`src/rtl/game_ctrl_fsm.sv`:
```
// -----------------------------------------------------------------------------
// game_ctrl_fsm
//
// Top-level game-flow controller for the STG core. It sequences the boot,
// title, play, hit-invulnerability, bomb, stage-clear, success and game-over
// phases. It tracks lives, bombs and the current stage, and gates the
// playfield through game_en, game_reset and invuln.
//
// Optional feature macro: GAME_CTRL_PAUSE_EN
//   defined   : pause edge detector and PAUSE state are built in; PLAY honours
//               a pause edge, and a pause or enter edge resumes play.
//   undefined : the pause input is ignored and PAUSE (code 3) is unreachable.
//
// Ports
//   clk         in   system clock
//   hard_reset  in   asynchronous, active-high reset
//   enter       in   level; rising edge starts, advances or restarts
//   bomb        in   level; rising edge uses a bomb
//   pause       in   level; rising edge toggles pause (feature builds only)
//   collision   in   player was hit this cycle
//   die         in   boss was destroyed this cycle
//   num_life    out  remaining lives
//   num_bomb    out  remaining bombs
//   stage       out  current stage index
//   game_state  out  state code (exposed for debug and checkers)
//   game_en     out  playfield logic advances (PLAY, HIT, BOMB)
//   game_reset  out  one-cycle playfield reset pulse
//   invuln      out  player invulnerable (HIT, BOMB)
//
// Handshake note: this block has no valid/ready interfaces. Inputs are plain
// levels or per-cycle strobes sampled on every rising clk edge; every output
// is a register that reflects the state entered on that same edge.
// -----------------------------------------------------------------------------
module game_ctrl_fsm #(
  parameter int LIFE_W     = 4,
  parameter int LIFE_INIT  = 3,
  parameter int BOMB_INIT  = 3,
  parameter int NUM_STAGES = 3,
  parameter int TIMER_W    = 32,
  parameter int BOOT_TICKS = 20000000,
  parameter int HIT_TICKS  = 20000000,
  parameter int BOMB_TICKS = 40000000
) (
  input  logic                clk,
  input  logic                hard_reset,
  input  logic                enter,
  input  logic                bomb,
  input  logic                pause,
  input  logic                collision,
  input  logic                die,
  output logic [LIFE_W-1:0]   num_life,
  output logic [LIFE_W-1:0]   num_bomb,
  output logic [((NUM_STAGES > 1) ? $clog2(NUM_STAGES) : 1)-1:0] stage,
  output logic [3:0]          game_state,
  output logic                game_en,
  output logic                game_reset,
  output logic                invuln
);

  localparam int SW = (NUM_STAGES > 1) ? $clog2(NUM_STAGES) : 1;
  localparam logic [SW-1:0]      LAST_STAGE = SW'(NUM_STAGES - 1);
  localparam logic [TIMER_W-1:0] BOOT_LOAD  = TIMER_W'(BOOT_TICKS);
  localparam logic [TIMER_W-1:0] HIT_LOAD   = TIMER_W'(HIT_TICKS);
  localparam logic [TIMER_W-1:0] BOMB_LOAD  = TIMER_W'(BOMB_TICKS);
  localparam logic [LIFE_W-1:0]  LIFE_LOAD  = LIFE_W'(LIFE_INIT);
  localparam logic [LIFE_W-1:0]  BOMB_LOAD_N = LIFE_W'(BOMB_INIT);

  typedef enum logic [3:0] {
    S_INIT        = 4'd0,
    S_START       = 4'd1,
    S_PLAY        = 4'd2,
    S_PAUSE       = 4'd3,
    S_BOMB        = 4'd6,
    S_STAGE_CLEAR = 4'd7,
    S_SUCCESS     = 4'd8,
    S_GAMEOVER    = 4'd9,
    S_HIT         = 4'd10
  } state_t;

  state_t             state, state_nxt, die_target;
  logic [TIMER_W-1:0] timer, timer_nxt;
  logic [LIFE_W-1:0]  life_nxt, bomb_nxt;
  logic [SW-1:0]      stage_nxt;
  logic               greset_nxt;

  // Rising-edge detectors on the level inputs
  logic enter_q, bomb_q;
  logic enter_edge, bomb_edge;
  assign enter_edge = enter & ~enter_q;
  assign bomb_edge  = bomb & ~bomb_q;

`ifdef GAME_CTRL_PAUSE_EN
  logic pause_q;
  logic pause_edge;
  assign pause_edge = pause & ~pause_q;

  always_ff @(posedge clk or posedge hard_reset) begin
    if (hard_reset) pause_q <= 1'b0;
    else            pause_q <= pause;
  end
`else
  logic unused_pause;
  assign unused_pause = pause;
`endif

  always_ff @(posedge clk or posedge hard_reset) begin
    if (hard_reset) begin
      enter_q <= 1'b0;
      bomb_q  <= 1'b0;
    end else begin
      enter_q <= enter;
      bomb_q  <= bomb;
    end
  end

  // A boss kill ends the stage; on the last stage it ends the game.
  assign die_target = (stage < LAST_STAGE) ? S_STAGE_CLEAR : S_SUCCESS;

  always_comb begin
    state_nxt  = state;
    timer_nxt  = timer;
    life_nxt   = num_life;
    bomb_nxt   = num_bomb;
    stage_nxt  = stage;
    greset_nxt = 1'b0;
    case (state)
      S_INIT: begin
        if (timer == '0) state_nxt = S_START;
        else             timer_nxt = timer - 1'b1;
      end
      S_START: begin
        if (enter_edge) begin
          greset_nxt = 1'b1;
          stage_nxt  = '0;
          state_nxt  = S_PLAY;
        end
      end
      S_PLAY: begin
        if (die) begin
          state_nxt = die_target;
        end else if (collision) begin
          // Out of lives: the count holds at zero rather than wrapping.
          if (num_life == '0) begin
            state_nxt = S_GAMEOVER;
          end else begin
            life_nxt  = num_life - 1'b1;
            timer_nxt = HIT_LOAD;
            state_nxt = S_HIT;
          end
        end else if (bomb_edge && (num_bomb != '0)) begin
          bomb_nxt  = num_bomb - 1'b1;
          timer_nxt = BOMB_LOAD;
          state_nxt = S_BOMB;
        end
`ifdef GAME_CTRL_PAUSE_EN
        else if (pause_edge) begin
          state_nxt = S_PAUSE;
        end
`endif
      end
      S_HIT: begin
        if (die) begin
          state_nxt = die_target;
        end else if (bomb_edge && (num_bomb != '0)) begin
          bomb_nxt  = num_bomb - 1'b1;
          timer_nxt = BOMB_LOAD;
          state_nxt = S_BOMB;
        end else if (timer == '0) begin
          state_nxt = S_PLAY;
        end else begin
          timer_nxt = timer - 1'b1;
        end
      end
      S_BOMB: begin
        if (die)                 state_nxt = die_target;
        else if (timer == '0)    state_nxt = S_PLAY;
        else                     timer_nxt = timer - 1'b1;
      end
`ifdef GAME_CTRL_PAUSE_EN
      S_PAUSE: begin
        if (pause_edge || enter_edge) state_nxt = S_PLAY;
      end
`endif
      S_STAGE_CLEAR: begin
        if (enter_edge) begin
          stage_nxt  = stage + 1'b1;
          greset_nxt = 1'b1;
          state_nxt  = S_PLAY;
        end
      end
      S_SUCCESS, S_GAMEOVER: begin
        if (enter_edge) begin
          life_nxt   = LIFE_LOAD;
          bomb_nxt   = BOMB_LOAD_N;
          stage_nxt  = '0;
          greset_nxt = 1'b1;
          timer_nxt  = BOOT_LOAD;
          state_nxt  = S_INIT;
        end
      end
      default: begin
        // Unused codes recover through a fresh boot.
        timer_nxt = BOOT_LOAD;
        state_nxt = S_INIT;
      end
    endcase
  end

  // game_en / invuln are registered from the next state so they line up
  // with game_state on the same edge.
  always_ff @(posedge clk or posedge hard_reset) begin
    if (hard_reset) begin
      state      <= S_INIT;
      timer      <= BOOT_LOAD;
      num_life   <= LIFE_LOAD;
      num_bomb   <= BOMB_LOAD_N;
      stage      <= '0;
      game_en    <= 1'b0;
      game_reset <= 1'b0;
      invuln     <= 1'b0;
    end else begin
      state      <= state_nxt;
      timer      <= timer_nxt;
      num_life   <= life_nxt;
      num_bomb   <= bomb_nxt;
      stage      <= stage_nxt;
      game_en    <= (state_nxt == S_PLAY) || (state_nxt == S_HIT) ||
                    (state_nxt == S_BOMB);
      game_reset <= greset_nxt;
      invuln     <= (state_nxt == S_HIT) || (state_nxt == S_BOMB);
    end
  end

  assign game_state = state;

endmodule

```
`config.mk`:
```
export PLATFORM = sky130hd
export DESIGN_NAME = game_ctrl_fsm
export DESIGN_NICKNAME = d
export VERILOG_FILES = /design/src/rtl/game_ctrl_fsm.sv
export SDC_FILE = /design/constraint.sdc
export NUM_CORES = 1
export LEC_CHECK = 0
export CAP_MARGIN = 10
export CORE_MARGIN = 8
export CORE_UTILIZATION = 40
export DETAILED_ROUTE_END_ITERATION = 8
export PLACE_DENSITY_LB_ADDON = 0.15
export SLEW_MARGIN = 20
export SYNTH_ARGS = -nofsm -noshare
export SYNTH_HDL_FRONTEND = slang
export SYNTH_SLANG_ARGS = --single-unit
export TNS_END_PERCENT = 1
```
`constraint.sdc`:
```
create_clock -name clk -period 4.1 [get_ports clk]
set_clock_uncertainty 0.2 [all_clocks]
set_input_delay 0.82 -clock clk [delete_from_list [all_inputs] [get_ports clk]]
set_output_delay 0.82 -clock clk [all_outputs]
set_load 0.005 [all_outputs]
```
==> impl_metrics.csv, run 1 <==
group,metric,value,unit
clock_tree,cts_made_buffers,5,
layout,layout_commonest_cell,"nor2_1",
grt,grt_pass1_vias,2698,
clock_tree,htreeDepth,2,
setup_path,crit_fanout,29,
sta,grt_setup_unrepaired,"false",
sta,hold_ws,290,ps
place,place_congestion,0.820,
die,die_h,105,um
layout,final_cells,491,
logic_synthesis,yosysTopAreaCellShare,0.306,
sta,setup_viol,0,
setup_path,r2r_cells,6,
logic_synthesis,synth_top_family_by_area,"simple AND/OR/NAND/NOR gates",
sta,hold_viol_final,0,
grt,grt_pass1_wl,13400,um
layout,fillCellCount,751,
hold_path,hold_end,"timer[13]",
die,dieWidth,105,um
logic_synthesis,avgSynthCellArea,8.49,sq um
outcome,status,"complete, no violations",
setup_path,cp-end-kind,"flop",
logic_synthesis,synth_xor_area_frac,0.0302,
place,port_buffers,22,
setup_path,critical_path_class,"input port to flop",
detailed_routing,drc_errors,0,
detailed_routing,vias_per_cell,5.96,
logic_synthesis,synthArstFlopShare,1.00,
power,vdd_drop_max,0.000272,V
clock_tree,cts_sinks,51,
hold_path,min_from,"timer[13]",
setup_path,cp-start-kind,"input port",
clock_tree,clockBufferDepth,2,
detailed_routing,num_vias,2925,
sta,tightestPinTransition,991,ps
logic_synthesis,syn_nets,387,
sta,post-route-min-period,2900,ps
setup_path,critical_path_buf_inv_count,2,
die,initial_core_util,0.412,
logic_synthesis,muxShareOfSynthArea,0.00314,
place,hpwl,5400,um
setup_path,crit_top_cell,"o211ai_1",
layout,final_cell_mix,"nor2_1, dfrtp_1, o21ai_0",
layout,drive_gt1_frac,0.0951,
detailed_routing,first_pass_iters,5,
clock_tree,clk-insertion-delay-late,310,ps
detailed_routing,drtAntennaViolNets,0,
setup_path,slowest_stage,"clkdlybuf4s50_1",
clock_tree,cts-root-buf,"clkbuf_8",
detailed_routing,drt-total-wl,7970,um
layout,design_area,3580,sq um
logic_synthesis,netlist_area,3190,sq um
place,dp.cells,483,
detailed_routing,wl_per_cell,16.2,um
logic_synthesis,synth_fa_ha_area_frac,0.0196,
place,placement.cell_area,3460,sq um
grt,antenna_found_initial,0,
flow_run,maxCapViolCount,0,
sta,setup-tns-final,0,ps
die,coreArea,7730,sq um
setup_path,cp.arrival,2930,ps
setup_path,r2r_end,"timer[18]",
clock_tree,post_cts_buffers,0,
setup_path,worstPathRequired,4130,ps
layout,fin_nets,400,
grt,grt_max_degree,50,
sta,final.period_utilization,0.707,
power,leakagePower,1.42,nW
place,place_ws,898,ps
layout,diodes,0,
logic_synthesis,netlist_top_cells_area,"dfrtp_1, dfstp_2, o21ai_0",
logic_synthesis,synth-simple-area-share,0.263,
setup_path,r2r_slack,1210,ps
hold_path,hold_depth,2,
setup_path,crit_path_max_incr_delay,580,ps
setup_path,crit_chain,"clkdlybuf4s50_1 -> o211ai_1 -> a21o_1 -> o211ai_1 -> buf_4 -> nor2_1 -> nand4_1 -> o21ai_0",
logic_synthesis,synth_edf_count,0,
logic_synthesis,synth_compound_area_frac,0.231,
grt,overflow,0,
sta,maxSlewHeadroom,0.337,
logic_synthesis,ys.flop_type,"dfrtp_1",
sta,setup_ws,1200,ps
grt,grtUsageTotal,0.144,
layout,area_growth,12.5,%
sta,timing.fmax,0.345,GHz
setup_path,r2r-start,"timer[6]",
hold_path,hp-class,"flop to flop",
logic_synthesis,ys_ff_latch,51,
die,rows,32,
clock_tree,clk_pin_slew,100,ps
sta,slew_viol_final,0,
power,p_per_area,501,nW/um^2
logic_synthesis,synth.yosys.seq_area_share,0.405,
logic_synthesis,synth_cells,375,
logic_synthesis,synth_cell_type_count,59,
clock_tree,cts.hold.buffers_added,0,
die,io_pins,24,
detailed_routing,drt_iter0_drc,185,
logic_synthesis,synth_top_area_cell,"dfrtp_1",
setup_path,crit_family,"buffers and inverters",
logic_synthesis,ys_warn_count,0,
die,dieArea,11100,sq um
clock_tree,cts_resized,0,
clock_tree,cts_tree,"yes",
==> registers in the layout, indices dropped and copies added, names as in the netlist <==
| name | flops |
|---|---|
| bomb_q | 1 |
| num_life | 4 |
| stage | 2 |
| enter_q | 1 |
| timer | 32 |
| game_en | 1 |
| game_reset | 1 |
| game_state | 4 |
| invuln | 1 |
| num_bomb | 4 |
==> through the flow <==
step	power, W	utilization
floorplan	0.00125	-
global placement	0.00143	0.448
detailed placement	0.00144	0.448
CTS	0.00182	0.464
global route	0.00194	0.464
finish	0.00180	0.464
==> cells in the mapped netlist (2+ instances only) <==
cell,instances
and2_1,2
a211oi_1,2
xor2_1,6
nor3b_1,3
dfrtp_1,39
nor3_1,18
o21a_1,5
nand4_1,10
nor4b_1,3
nand2_1,19
or3_1,6
nand2b_1,4
nor2_1,47
nor4_1,10
xnor2_1,5
a22o_1,2
dfstp_2,12
o22a_1,2
o31ai_1,5
nor2b_1,7
a21o_1,3
buf_2,7
a21oi_1,17
a41oi_1,2
clkbuf_1,11
inv_1,14
o21ai_0,36
ha_1,5
a22oi_1,2
a311oi_1,2
buf_6,2
and3_1,6
o2bb2ai_1,3
o211ai_1,3
a31oi_1,15
o22ai_1,4
nand3_1,10
or2_2,3
or3b_2,3
==> power breakdown <==
part           switching [W]  internal [W]  total (W)
logic               0.000295      0.000278   0.000573
registers           0.000162      0.000695   0.000857
clock network       0.000169      0.000198   0.000366
total               0.000626       0.00117    0.00180
==> metal layers <==
layer	GRT usage	share of wire	routed length, um
met1	0.201	0.47	3750
met2	0.218	0.45	3630
met3	0.0292	0.062	491
met4	0.0479	0.013	102
met5	0	0	0
==> cell families after synthesis <==
kind of cell | Yosys count
multiplexers | 1
buffers and inverters | 34
XOR/XNOR | 11
flip-flops | 51
AO/OA/AOI/OAI | 114
AND/OR/NAND/NOR | 159
adder cells (fa/ha/maj) | 5
==> worst max-delay path by stage <==
stage / cells past startpoint / start / to / slack (ps)
2_1_floorplan: 9 / num_life[0] / timer[11] / 1580
3_3_place_gp: 8 / die / timer[30] / 920
3_5_place_dp: 8 / enter / timer[29] / 900
4_1_cts: 6 / timer[6] / timer[18] / 1220
5_1_grt: 6 / timer[6] / timer[18] / 920
6_report: 8 / die / timer[28] / 1200
==> cell type report <==
cell class,instances,area (sq um),area share
Multi-Input combinational cell,290,1740,0.486
Sequential cell,51,1290,0.360
Timing Repair Buffer,26,250,0.0698
Tap cell,102,128,0.0356
Clock buffer,6,82.6,0.0230
Inverter,14,53.8,0.0150
Clock inverter,2,35.0,0.00978
==> worst reg2reg max path, stage by stage (launching register included) <==
cell	delay, ps
dfrtp_1	420
nor4_2	450
nand3_1	360
nor2_1	860
a31oi_1	190
a41oi_1	200
o22ai_1	90
Power figures use the tool's default switching activity.
==> run 2: changes to the inputs <==
- clock period: 4.1 -> 2.4 ns (I/O delays scaled with it)
==> run 2 against run 1 <==
Net effect:
- the run now ends with setup timing left
- sequential cell count did not move
- die area stayed put
- utilization rose by 9.0 points
- setup slack worse by 1300 ps
- sequential share of layout area decreased by 5.9 points
- global-route usage is 1.6 points higher
- first-iteration DRC count down 28%
- final cell count rose by 16%
- sequential power is 61% higher
- critical endpoint is now timer[23]
==> impl_metrics.csv, run 2 (synthesized netlist as in run 1, its figures left out) <==
group,metric,value,unit
power,clkPwrFrac,0.175,
sta,setup_viol,10,
grt,grt_max_degree,52,
die,die_h,105,um
setup_path,critical_path_class,"flop to flop",
power,seqPwrFrac,0.394,
detailed_routing,first_pass_iters,5,
hold_path,hp-class,"flop to flop",
sta,post-route-min-period,2460,ps
power,power_switching_share,0.344,
layout,drive_gt1_frac,0.277,
place,dp.cells,564,
clock_tree,clk-insertion-delay-late,310,ps
power,total_power,0.00351,W
detailed_routing,vias_per_cell,5.64,
layout,fin_nets,481,
sta,tightestPinTransition,432,ps
sta,timing.fmax,0.406,GHz
detailed_routing,num_vias,3228,
detailed_routing,drtAntennaViolNets,0,
setup_path,crit_fanout,6,
clock_tree,cts_made_buffers,5,
setup_path,worstPathRequired,2420,ps
grt,grt_pass1_vias,3146,
die,dieArea,11100,sq um
place,port_buffers,22,
outcome,status,"finished with violations",
setup_path,crit_top_cell,"buf_4",
flow_run,maxCapViolCount,0,
place,place_congestion,0.813,
layout,final_cells,572,
sta,slew_viol_final,0,
clock_tree,cts.hold.buffers_added,0,
die,coreArea,7730,sq um
die,io_pins,24,
layout,layout_commonest_cell,"buf_4",
power,power_switching,0.00121,W
sta,maxSlewHeadroom,0.709,
grt,antenna_found_initial,0,
setup_path,cp.arrival,2480,ps
layout,largest_register_ffs,32,
power,leakagePower,1.86,nW
grt,overflow,0,
outcome,violations,"setup timing",
clock_tree,cts-root-buf,"clkbuf_8",
clock_tree,htreeDepth,2,
sta,hold_viol_final,0,
power,vdd_drop_max,0.000515,V
setup_path,cp-start-kind,"flop",
setup_path,slowest_stage,"a2111o_1",
setup_path,cp-end-kind,"flop",
power,combPwrFrac,0.431,
die,dieWidth,105,um
detailed_routing,drc_errors,0,
layout,diodes,0,
clock_tree,post_cts_buffers,0,
die,initial_core_util,0.412,
setup_path,crit_path_max_incr_delay,390,ps
die,rows,32,
sta,grt_setup_unrepaired,"true",
detailed_routing,wl_per_cell,15.5,um
grt,grtUsageTotal,0.160,
clock_tree,cts_tree,"yes",
detailed_routing,drt_iter0_drc,133,
power,p_per_area,820,nW/um^2
layout,regMostFlops,"timer",
setup_path,crit_chain,"inv_2 -> ha_4 -> or3b_4 -> a2111o_1 -> o211ai_1 -> buf_4 -> buf_4 -> nor3b_1 -> o31ai_1",
detailed_routing,drt-total-wl,8850,um
grt,grt_pass1_wl,14900,um
sta,setup_ws,-62.7,ps
clock_tree,clk_pin_slew,110,ps
sta,final.period_utilization,1.03,
clock_tree,clockBufferDepth,2,
place,hpwl,6470,um
layout,area_growth,34.3,%
power,internal-power,0.00230,W
clock_tree,cts_sinks,51,
layout,final_cell_mix,"buf_4, nor2_1, dfrtp_1",
run 2: cell count changes in the layout (fill, tap and decap cells not counted), sizes merged:
cell and change:
buf +81, clkbuf -1, inv +1
run 2: timing repair:
| action | 4_1_cts | 5_1_grt |
|---|---|---|
| pin swaps | 2 | 4 |
| gates cloned | 0 | 0 |
| endpoints found under the setup margin | 25 | 33 |
| gates resized for setup | 7 | 13 |
run 2: cell type report:
type                    count  area, sq um
multi-input cells         290         1810
clock inverters             3         43.8
clock buffers               5         68.8
flip-flops and latches     51         1290
repair buffers            107          890
fillers                   694         3450
inverters                  14         52.6
well taps                 102          128
run 2: power by group through the flow:
stage | Clock (W) | Sequential (W) | Combinational, W
after floorplan | 0 | 0.00142 | 0.000737
after global placement | 0 | 0.00138 | 0.00146
after detailed placement | 0 | 0.00139 | 0.00148
after CTS | 0.000634 | 0.00138 | 0.00150
after global routing | 0.000660 | 0.00142 | 0.00168
final | 0.000615 | 0.00138 | 0.00151
run 2: path summary, 6_finish.rpt:
path | startpoint | to | slack [ps] | cells past startpoint
max reg2reg | num_life[1] | timer[23] | -60 | 9
min reg2reg | timer[10] | timer[10] | 300 | 1
min | timer[10] | timer[10] | 300 | 1
min in group asynchronous | hard_reset | stage[1] | 320 | 3
max | num_life[1] | timer[23] | -60 | 9
max in group asynchronous | hard_reset | num_bomb[1] | 1370 | 3
run 2: critical path: cells and delay by family, from the launching register on:
kind,cells,cell delay [ps]
compound gates,3,850
buf+inv,3,400
simple gates,2,430
fa+ha+maj,1,120
flops,1,380
run 2: metal layers:
layer / track usage / part of all wire / wire length, um
met4: 0.0357 / 0.0085 / 75
met3: 0.0274 / 0.049 / 431
met1: 0.220 / 0.49 / 4300
met5: 0 / 0 / 0
met2: 0.257 / 0.46 / 4040
run 2: stage by stage:
step	setup TNS, ps	instance area [sq um]	setup slack (ps)	util	hold WS [ps]
5_1_grt	-2480	4280	-168	0.554	314
3_5_place_dp	-4850	4100	-306	0.530	283
3_3_place_gp	-4110	4100	-256	0.530	280
6_report	-241	4280	-62.7	0.554	295
2_1_floorplan	-22.2	3200	-22.2	-	258
4_1_cts	-350	4230	-75.5	0.548	298
